<file path="src/rtl/firebird7_in_gate1_secure_sib_pkg.sv">
// Shared constants, helpers and the lockout state type for the firebird7_in gate1 secure SIB.
// Field layout: select bit at index KEY_W, key field at [KEY_W-1:0].
package firebird7_in_gate1_secure_sib_pkg;

  localparam int KEY_W_DEFAULT = 16;
  localparam int SEL_IDX       = KEY_W_DEFAULT;
  localparam int KEY_MSB       = KEY_W_DEFAULT - 1;
  localparam int KEY_LSB       = 0;

  typedef enum logic {
    LOCK_UNLOCKED = 1'b0,
    LOCK_LOCKED   = 1'b1
  } lock_state_e;

  function automatic int fc_w(input int max_fail);
    return $clog2(max_fail + 1);
  endfunction

  function automatic int sel_idx(input int key_w);
    return key_w;
  endfunction

  function automatic int key_msb(input int key_w);
    return key_w - 1;
  endfunction

endpackage

</file>
<file path="src/rtl/firebird7_in_gate1_secure_sib_lockout.sv">
// Key comparator, consecutive wrong-key counter and sticky lock flag.
// Only instantiated when FIREBIRD7_SECURE_SIB_LOCKOUT_EN is defined.
module firebird7_in_gate1_secure_sib_lockout
  import firebird7_in_gate1_secure_sib_pkg::*;
#(
  parameter int               KEY_W     = KEY_W_DEFAULT,
  parameter logic [KEY_W-1:0] KEY_VALUE = 16'hA5C3,
  parameter int               MAX_FAIL  = 3,
  parameter int               FC_W      = fc_w(MAX_FAIL)
) (
  input  logic             clk,
  input  logic             rst,
  input  logic             upd_en,
  input  logic [KEY_W-1:0] key_field,
  output logic             sel_load,
  output logic             lock_set,
  output logic [FC_W-1:0]  fail_cnt,
  output logic             locked
);

  localparam int              FC_X       = FC_W + 1;
  localparam logic [FC_W:0]   FAIL_LIMIT = FC_X'(MAX_FAIL);

  lock_state_e      state_q, state_d;
  logic [FC_W-1:0]  fail_cnt_q, fail_cnt_d;
  logic             key_ok;
  logic             at_limit;

  always_comb begin
    key_ok     = (key_field == KEY_VALUE);
    at_limit   = (({1'b0, fail_cnt_q} + 1'b1) == FAIL_LIMIT);
    sel_load   = 1'b0;
    lock_set   = 1'b0;
    state_d    = state_q;
    fail_cnt_d = fail_cnt_q;
    // A locked register ignores every update until reset.
    if (upd_en && (state_q == LOCK_UNLOCKED)) begin
      if (key_ok) begin
        sel_load   = 1'b1;
        fail_cnt_d = '0;
      end else if (at_limit) begin
        lock_set   = 1'b1;
        state_d    = LOCK_LOCKED;
        fail_cnt_d = FAIL_LIMIT[FC_W-1:0];
      end else begin
        fail_cnt_d = fail_cnt_q + 1'b1;
      end
    end
  end

  always_ff @(posedge clk) begin
    if (rst) begin
      state_q    <= LOCK_UNLOCKED;
      fail_cnt_q <= '0;
    end else begin
      state_q    <= state_d;
      fail_cnt_q <= fail_cnt_d;
    end
  end

  assign fail_cnt = fail_cnt_q;
  assign locked   = (state_q == LOCK_LOCKED);

endmodule

</file>
<file path="src/rtl/firebird7_in_gate1_tessent_secure_sib_ctrl.sv">
// Key-protected IJTAG segment-select register driving the gate1 secure scan mux.
// Fail counter / lockout is built only when FIREBIRD7_SECURE_SIB_LOCKOUT_EN is defined.
module firebird7_in_gate1_tessent_secure_sib_ctrl
  import firebird7_in_gate1_secure_sib_pkg::*;
#(
  parameter int               KEY_W     = KEY_W_DEFAULT,
  parameter logic [KEY_W-1:0] KEY_VALUE = 16'hA5C3,
  parameter int               MAX_FAIL  = 3
) (
  input  logic ijtag_tck,
  input  logic ijtag_reset,
  input  logic ijtag_sel,
  input  logic ijtag_ce,
  input  logic ijtag_se,
  input  logic ijtag_ue,
  input  logic ijtag_si,
  output logic ijtag_so,
  output logic mux_select,
  output logic enable_out,
  output logic locked
);

  localparam int SEL_POS = sel_idx(KEY_W);
  localparam int KEY_HI  = key_msb(KEY_W);
  localparam int FC_W    = fc_w(MAX_FAIL);

  logic [KEY_W:0]   sr_q, sr_d;
  logic             mux_select_q, mux_select_d;
  logic             cap_en, shf_en, upd_en;
  logic             sel_load, lock_set;
  logic [FC_W:0]    status_bits;
  logic [KEY_W-1:0] status_field;

  assign cap_en = ijtag_sel & ijtag_ce;
  assign shf_en = ijtag_sel & ijtag_se & ~ijtag_ce;
  assign upd_en = ijtag_sel & ijtag_ue;

`ifdef FIREBIRD7_SECURE_SIB_LOCKOUT_EN
  logic [FC_W-1:0] fail_cnt;
  logic            locked_int;

  firebird7_in_gate1_secure_sib_lockout #(
    .KEY_W     (KEY_W),
    .KEY_VALUE (KEY_VALUE),
    .MAX_FAIL  (MAX_FAIL),
    .FC_W      (FC_W)
  ) u_lockout (
    .clk       (ijtag_tck),
    .rst       (ijtag_reset),
    .upd_en    (upd_en),
    .key_field (sr_q[KEY_HI:KEY_LSB]),
    .sel_load  (sel_load),
    .lock_set  (lock_set),
    .fail_cnt  (fail_cnt),
    .locked    (locked_int)
  );

  assign status_bits = {fail_cnt, locked_int};
  assign locked      = locked_int;
`else
  // Without lockout a wrong key is simply ignored and nothing is reported.
  assign sel_load    = upd_en && (sr_q[KEY_HI:KEY_LSB] == KEY_VALUE);
  assign lock_set    = 1'b0;
  assign status_bits = '0;
  assign locked      = 1'b0;
`endif

  assign status_field = KEY_W'(status_bits);

  always_comb begin
    sr_d = sr_q;
    // Capture samples pre-update state, so it uses the _q values.
    if (cap_en) begin
      sr_d = {mux_select_q, status_field};
    end else if (shf_en) begin
      sr_d = {ijtag_si, sr_q[KEY_W:1]};
    end

    mux_select_d = mux_select_q;
    if (sel_load) begin
      mux_select_d = sr_q[SEL_POS];
    end else if (lock_set) begin
      mux_select_d = 1'b0;
    end
  end

  always_ff @(posedge ijtag_tck) begin
    if (ijtag_reset) begin
      sr_q         <= '0;
      mux_select_q <= 1'b0;
    end else begin
      sr_q         <= sr_d;
      mux_select_q <= mux_select_d;
    end
  end

  assign ijtag_so   = sr_q[0];
  assign mux_select = mux_select_q;
  assign enable_out = ijtag_sel;

endmodule

</file>
<file path="config.mk">
export PLATFORM = sky130hd
export DESIGN_NAME = firebird7_in_gate1_tessent_secure_sib_ctrl
export DESIGN_NICKNAME = d
export VERILOG_FILES = /design/src/rtl/firebird7_in_gate1_secure_sib_pkg.sv /design/src/rtl/firebird7_in_gate1_secure_sib_lockout.sv /design/src/rtl/firebird7_in_gate1_tessent_secure_sib_ctrl.sv
export SDC_FILE = /design/constraint.sdc
export NUM_CORES = 1
export LEC_CHECK = 0
export BUFFER_PORTS_ARGS = -buffer_cell sky130_fd_sc_hd__buf_4
export CAP_MARGIN = 20
export CORE_AREA = 2 2 45 47
export CTS_CLUSTER_DIAMETER = 120
export DETAILED_ROUTE_END_ITERATION = 10
export DIE_AREA = 0 0 47 49
export GPL_TIMING_DRIVEN = 0
export PLACE_DENSITY_LB_ADDON = 0.12
export SYNTH_ARGS = -nofsm -noshare
export SYNTH_HDL_FRONTEND = slang
export SYNTH_HIERARCHICAL = 1
export SYNTH_SLANG_ARGS = --single-unit
export TNS_END_PERCENT = 50
</file>
<file path="constraint.sdc">
create_clock -name ijtag_tck -period 1 [get_ports ijtag_tck]
set_input_delay 0.2 -clock ijtag_tck [delete_from_list [all_inputs] [get_ports ijtag_tck]]
set_output_delay 0.2 -clock ijtag_tck [all_outputs]
set_load 0.03 [all_outputs]
</file>
==> summary.md, run 1 <==
| Metric | Value |
|---|---|
| Outcome | finished, violations left |
| Failing checks | negative setup slack |
| DRC violation count after routing | 0 |
| Post-route cell area | 970.9 um^2 |
| TritonCTS clock tree | yes |
| Period utilization | 115.2% |
| Peak fanout along the critical path | 3 |
| Clock Skews | about 0.008 ns |
| Standard cell with the maximum stage delay on the critical path | sky130_fd_sc_hd__dfxtp_2 |
| Die Y-Extent | just under 50 um |
| Number of flops mapped to enable cells by yosys | 0 |
| Required time of the worst setup path | 1.23 ns |
| Synth Flop Type | sky130_fd_sc_hd__dfxtp_1 |
| Floorplan Core Area | ~1800 um^2 |
| Wire length of the first global-routing pass | 2.546 mm |
| PostCTS Resize Cnt | 3 |
| List of cells traversed by the critical path | and4bb_1 -> nand3_2 -> nor4_4 -> mux2i_1 |
| Distinct cell type count after synthesis | 22 |
| Dominant cells by area after synthesis | sky130_fd_sc_hd__dfxtp_1 (44%), sky130_fd_sc_hd__a21oi_2 (11%), sky130_fd_sc_hd__nand2_1 (10%) |
| Hold crit path type | input port to flop |
| Placement Rows | 16 |
| Max Transition Viols Final | 0 |
| Post-CTS Setup Inserts | 0 |
| Via count | 617 |
| Fin cells | around 130 |
| Detailed-routing iteration count for the pre-antenna-repair pass | 4 |
| Maximum achievable frequency | 868.2 MHz |
| Post-synthesis async set-or-reset flop share | 0% |
| Syn Area/Cell | 9.006 um^2 |
| Post-synthesis cell area | around 800 um^2 |
| Power per cell area | 1236 nW/um^2 |
| Overall die area | 2303 um^2 |
| Maximum number of pins on one net before global-route repair | 11 |
| Antenna Violating Nets Remaining | 0 |
| Critical Path Sink Type | flop |
| Maximum clock insertion buffer count | 2 |
| Placed Cells | between 100 and 150 |
| Leakage | between 0.3 and 0.4 nW |
| Clock-pin slew reported for the worst setup and hold paths after clock tree synthesis | ~0.10 ns |
| Clk Latency, worst-skew pair | ~0.29 ns |
| Setup repair after global routing missed its margin | true |
| Fraction of final layout cells sized beyond drive strength 1 | between 40 and 50% |
| Dominant cell type by area after synthesis | sky130_fd_sc_hd__dfxtp_1 |
| Post-DP HPWL | 1.063 mm |
| Synthesized Nets | 98 |
| Flip-flop and latch count after synthesis | 18 |
| Endpoints failing setup | 2 |
| Type of element launching the critical path | flop |
| Data arrival, critical path | around 1.4 ns |
| Warnings from Yosys | 6 |
| Count of boundary I/O pins | 11 |
| Aggregate routed wire length | 1.481 mm |
| Final worst path period need | 1.152 ns |
| Total number of clock tree sinks | 18 |
| Die outline width | 47 um |
| Initial Utilization | 44.50% |
| Total power | 1.200 mW |
| Count of inserted antenna diode cells | 0 |
| Vias in the first global route | 585 |
| Worst voltage drop across the vdd grid | 0.8513 mV |
| Final weighted congestion in routability-driven placement | around 0.70 |
| Leading cell types in the layout, fill and taps excluded | sky130_fd_sc_hd__nand2_1 (22), sky130_fd_sc_hd__dfxtp_1 (15), sky130_fd_sc_hd__nand2_2 (11), sky130_fd_sc_hd__a21oi_2 (10), sky130_fd_sc_hd__buf_4 (10) |
| Stage delay of the slowest cell on the critical path | 0.34 ns |
| Instance area after placement | 924.6 um^2 |
| Initial DRC Count | 9 |
| Number of nets in the final layout | 112 |
| Number of vias per cell | between 4 and 5 |
| Number of max-capacitance violations reported | 0 |
| Hold violation total from the final report | 0 |
| Cells after Synth | 91 |
| Initial antenna violation count | 0 |
| Clock buffer count from CTS | 3 |
| Grt total ovfl | 0 |
| Area delta synth->final | 18.47% |
| Register area share after synthesis | 43.97% |
| Commonest non-fill, non-tap cell in the layout | sky130_fd_sc_hd__nand2_1 |
| Top cell type's share of synthesized area | about 44% |
| Fin worst setup slack | -0.1518 ns |
| GRT Util Overall | 15.65% |
| Depth of the CTS H-tree | 1 |
| Clock Tree Root | sky130_fd_sc_hd__clkbuf_4 |
| Crit Path Category | flop to flop |
| WL per Instance | approximately 11 um |
| Number of buffers inserted for hold repair after clock tree synthesis | 0 |
| Count of port buffers added during placement | 9 |
flip-flops by register name, summed over array words and instances, names as in the netlist:
name and count:
mux_select 1, sr_q 17
routing by layer:
| metal | global-route usage (%) | wire, um |
|---|---|---|
| met5 | 0 | 0 |
| met3 | 4.444 | 67 |
| met4 | 8.333 | 13 |
| met2 | 21.69 | 695 |
| met1 | 21.43 | 705 |
cells by family after synthesis:
kind of cell	count (synthesis)	share of synthesized area (%)
flops	18	43.97
other cells	1	0.4576
buf+inv	7	6.258
simple gates	44	29.77
compound gates	19	17.10
mux	2	2.443
layout make-up:
cell class	count	area, um^2
inverter	1	3.754
sequential	18	366.6
tap	27	33.78
clock buffer	4	26.28
fill	185	870.8
multi-input combinational	66	421.7
buffer	6	47.55
timing repair buffer	9	71.32
Yosys cell counts (2+ instances only):
cell	number
sky130_fd_sc_hd__a21oi_1	6
sky130_fd_sc_hd__a21oi_2	10
sky130_fd_sc_hd__and4bb_1	2
sky130_fd_sc_hd__buf_2	2
sky130_fd_sc_hd__buf_4	2
sky130_fd_sc_hd__buf_6	2
sky130_fd_sc_hd__dfxtp_1	18
sky130_fd_sc_hd__mux2i_1	2
sky130_fd_sc_hd__nand2_1	22
sky130_fd_sc_hd__nand2_2	11
sky130_fd_sc_hd__nand2b_1	3
critical path, delay by kind of cell, from the launching register on:
family           cells  cell delay (ns)
muxes                1             0.20
DFF                  1             0.34
and+or+nand+nor      3             0.55
final timing paths:
check                                           start                 endpoint  slack (ns)  cells past startpoint
worst min-delay path                      ijtag_reset    sr_q[16]$_SDFFE_PP0P_        0.08                      2
worst min register to register   sr_q[3]$_SDFFE_PP0P_     sr_q[3]$_SDFFE_PP0P_        0.47                      2
worst max register to register  sr_q[14]$_SDFFE_PP0P_  mux_select$_SDFFE_PP0P_       -0.15                      4
worst max-delay path            sr_q[14]$_SDFFE_PP0P_  mux_select$_SDFFE_PP0P_       -0.15                      4
per-stage QoR:
stage	hold WS, ns	setup WS [ns]	TNS [ns]	utilization, %
3_5_place_dp	0.4005	-0.1686	-1.612	50.20
4_1_cts	0.07459	-0.1780	-0.2423	51.97
3_3_place_gp	0.4002	-0.1657	-1.550	50.20
5_1_grt	0.07903	-0.2149	-0.3384	52.72
6_report	0.08317	-0.1518	-0.1856	52.72
2_1_floorplan	0.2787	-0.07595	-0.07595	-
power breakdown:
group	internal, mW	total (mW)	switching [mW]
combinational	0.0431	0.106	0.0627
clock	0.155	0.375	0.220
sequential	0.717	0.719	0.00217
Note: power is estimated with default switching activity, not from simulation.
==> run 2, diff against run 1 <==
--- a/config.mk
+++ b/config.mk
@@ -7,10 +7,10 @@
 export LEC_CHECK = 0
 export BUFFER_PORTS_ARGS = -buffer_cell sky130_fd_sc_hd__buf_4
 export CAP_MARGIN = 20
-export CORE_AREA = 2 2 45 47
+export CORE_AREA = 4 4 47 49
 export CTS_CLUSTER_DIAMETER = 120
 export DETAILED_ROUTE_END_ITERATION = 10
-export DIE_AREA = 0 0 47 49
+export DIE_AREA = 0 0 51 53
 export GPL_TIMING_DRIVEN = 0
 export PLACE_DENSITY_LB_ADDON = 0.12
 export SYNTH_ARGS = -nofsm -noshare
==> summary.md, run 2 (same netlist as run 1, synthesis figures left out) <==
| Metric | Value |
|---|---|
| Endpoints failing setup | 2 (unchanged) |
| Depth of the CTS H-tree | 1 (unchanged) |
| Outcome | finished, violations left (unchanged) |
| Reg-to-reg setup timing slack | -0.17 ns (was -0.15 ns) |
| GRT Util Overall | 12.65% (was 15.65%) |
| Number of vias per cell | 4.847 (was 4.710) |
| Worst voltage drop across the vdd grid | 0.7899 mV (was 0.8513 mV) |
| Count of inserted antenna diode cells | 0 (unchanged) |
| Failing checks | negative setup slack (unchanged) |
| Total number of clock tree sinks | 18 (unchanged) |
| Count of port buffers added during placement | 9 (unchanged) |
| TritonCTS clock tree | yes (unchanged) |
| Floorplan Core Area | 1862 um^2 (was 1842 um^2) |
| Worst hold slack after final layout | 0.08470 ns (was 0.08317 ns) |
| Initial antenna violation count | 0 (unchanged) |
| Clock buffer count from CTS | 3 (unchanged) |
| Hold violation total from the final report | 0 (unchanged) |
| Fin worst setup slack | -0.1723 ns (was -0.1518 ns) |
| Maximum clock insertion buffer count | 2 (unchanged) |
| M1 WL | 682 um (was 705 um) |
| Required time of the worst setup path | 1.23 ns (about the same) |
| Setup repair after global routing missed its margin | true (unchanged) |
| Clock Skews | 0.005563 ns (was 0.007981 ns) |
| Leakage | 0.3188 nW (unchanged) |
| Total power | 1.201 mW (was 1.200 mW) |
| WL per Instance | 11.42 um (was 11.31 um) |
| Overall die area | 2703 um^2 (was 2303 um^2) |
| Power per cell area | 1237 nW/um^2 (was 1236 nW/um^2) |
| Met3 wire length | 80 um (was 67 um) |
| Hold path startpoint | ijtag_reset (unchanged) |
| Terminus of the critical flop-to-flop path | mux_select$_SDFFE_PP0P_ (unchanged) |
| Final weighted congestion in routability-driven placement | 0.7142 (was 0.7011) |
| Vias in the first global route | 609 (was 585) |
| Post-DP HPWL | 1.084 mm (was 1.063 mm) |
| Fraction of final layout cells sized beyond drive strength 1 | 44.23% (unchanged) |
| Die outline width | 51 um (was 47 um) |
| Hold Crit Endpoint | sr_q[16]$_SDFFE_PP0P_ (unchanged) |
| Maximum number of pins on one net before global-route repair | 11 (unchanged) |
| Data arrival, critical path | 1.40 ns (was 1.38 ns) |
| Placed Cells | 127 (unchanged) |
| Period utilization | 117.2% (was 115.2%) |
| Hold crit path type | input port to flop (unchanged) |
| Crit Path Category | flop to flop (unchanged) |
| Initial Utilization | 44.02% (was 44.50%) |
| Clock Tree Root | sky130_fd_sc_hd__clkbuf_4 (unchanged) |
| DRC violation count after routing | 0 (unchanged) |
| Aggregate routed wire length | 1.496 mm (was 1.481 mm) |
| Highest signal layer in the routed design | met4 (unchanged) |
| Count of boundary I/O pins | 11 (unchanged) |
| Die Y-Extent | 53 um (was 49 um) |
| Via count | 635 (was 617) |
| Commonest non-fill, non-tap cell in the layout | sky130_fd_sc_hd__nand2_1 (unchanged) |
| Peak fanout along the critical path | 3 (unchanged) |
| Clock-pin slew reported for the worst setup and hold paths after clock tree synthesis | 0.10 ns (about the same) |
| Initial DRC Count | 6 (was 9) |
| Number of nets in the final layout | 112 (unchanged) |
| Placement Rows | 16 (unchanged) |
| Leading cell types in the layout, fill and taps excluded | sky130_fd_sc_hd__nand2_1 (22), sky130_fd_sc_hd__dfxtp_1 (15), sky130_fd_sc_hd__nand2_2 (11), sky130_fd_sc_hd__a21oi_2 (10), sky130_fd_sc_hd__buf_4 (10) (unchanged) |
| Detailed-routing iteration count for the pre-antenna-repair pass | 6 (was 4) |
| Hold depth | 2 (unchanged) |
| Antenna Violating Nets Remaining | 0 (unchanged) |
| Clk Latency, worst-skew pair | 0.29 ns (about the same) |
| Maximum achievable frequency | 853.0 MHz (was 868.2 MHz) |
| Most flop-heavy register | sr_q (unchanged) |
| Number of buffers inserted for hold repair after clock tree synthesis | 0 (unchanged) |
| Beginning of the worst register-to-register path | sr_q[14]$_SDFFE_PP0P_ (unchanged) |
| Fin cells | 131 (unchanged) |
| Final worst path period need | 1.172 ns (was 1.152 ns) |
| Max Transition Viols Final | 0 (unchanged) |
| Grt total ovfl | 0 (unchanged) |
| Wire length of the first global-routing pass | 2.504 mm (was 2.546 mm) |
| Number of max-capacitance violations reported | 0 (unchanged) |
| Post-CTS Setup Inserts | 0 (unchanged) |
| Critical Path Sink Type | flop (unchanged) |
| Area delta synth->final | 18.47% (unchanged) |
| Met2 Wirelength | 725 um (was 695 um) |
| Flip-flop count of the largest register, all copies and words added | 17 (unchanged) |
| Type of element launching the critical path | flop (unchanged) |
| Cells on worst reg2reg path | 4 (unchanged) |
-- run 2: report_power, final --
part | total, mW | switching [mW] | internal (mW)
sequential | 0.719 | 0.00258 | 0.717
combinational | 0.105 | 0.0616 | 0.0431
clock | 0.377 | 0.222 | 0.155
total | 1.20 | 0.286 | 0.915
-- run 2: metrics by stage --
stage                     instance area [um^2]  worst slack, ns  utilization, %  setup TNS, ns
after CTS                                955.9          -0.1938           51.34        -0.2379
after global routing                     970.9          -0.2210           52.15        -0.3285
after global placement                   924.6          -0.1773           49.66         -1.680
after detailed placement                 924.6          -0.1728           49.66         -1.588
after floorplan                          823.3         -0.07595               -       -0.07595
final                                    970.9          -0.1723           52.15        -0.1979
-- run 2: layout make-up --
class                           count  area [um^2]
Multi-Input combinational cell     66        421.7
Sequential cell                    18        366.6
Tap cell                           27        33.78
Buffer                              6        47.55
Fill cell                         190        890.9
Inverter                            1        3.754
Timing Repair Buffer                9        71.32
Clock buffer                        4        26.28
-- run 2: worst max-delay path by stage --
stage,from,to,slack [ns],depth (start not counted)
final,sr_q[14]$_SDFFE_PP0P_,mux_select$_SDFFE_PP0P_,-0.17,4
after detailed placement,sr_q[14]$_SDFFE_PP0P_,mux_select$_SDFFE_PP0P_,-0.17,4
after floorplan,sr_q[0]$_SDFFE_PP0P_,mux_select$_SDFFE_PP0P_,-0.08,4
after global placement,sr_q[14]$_SDFFE_PP0P_,mux_select$_SDFFE_PP0P_,-0.18,4
after global routing,sr_q[14]$_SDFFE_PP0P_,mux_select$_SDFFE_PP0P_,-0.22,4
after CTS,sr_q[14]$_SDFFE_PP0P_,mux_select$_SDFFE_PP0P_,-0.19,4
-- run 2: worst max-delay path, stage by stage, from the launching register on --
cell and delay (ns):
sky130_fd_sc_hd__dfxtp_2 0.34, sky130_fd_sc_hd__and4bb_1 0.29, sky130_fd_sc_hd__nand3_2 0.11, sky130_fd_sc_hd__nor4_4 0.16, sky130_fd_sc_hd__mux2i_1 0.20
-- run 2: per-layer routing --
metal  up-vias  track usage [%]
met3         2            5.915
met2        11            21.24
met5         -                0
met1       299            14.60
li1        323                -
met4         0            2.691
-- run 2: what timing repair did --
item | CTS | global route
cloned | 0 | 0
pin swaps | 0 | 0
endpoints found under the hold margin | 0 | 0
setup endpoints to repair | 3 | 3
resized for setup | 2 | 3
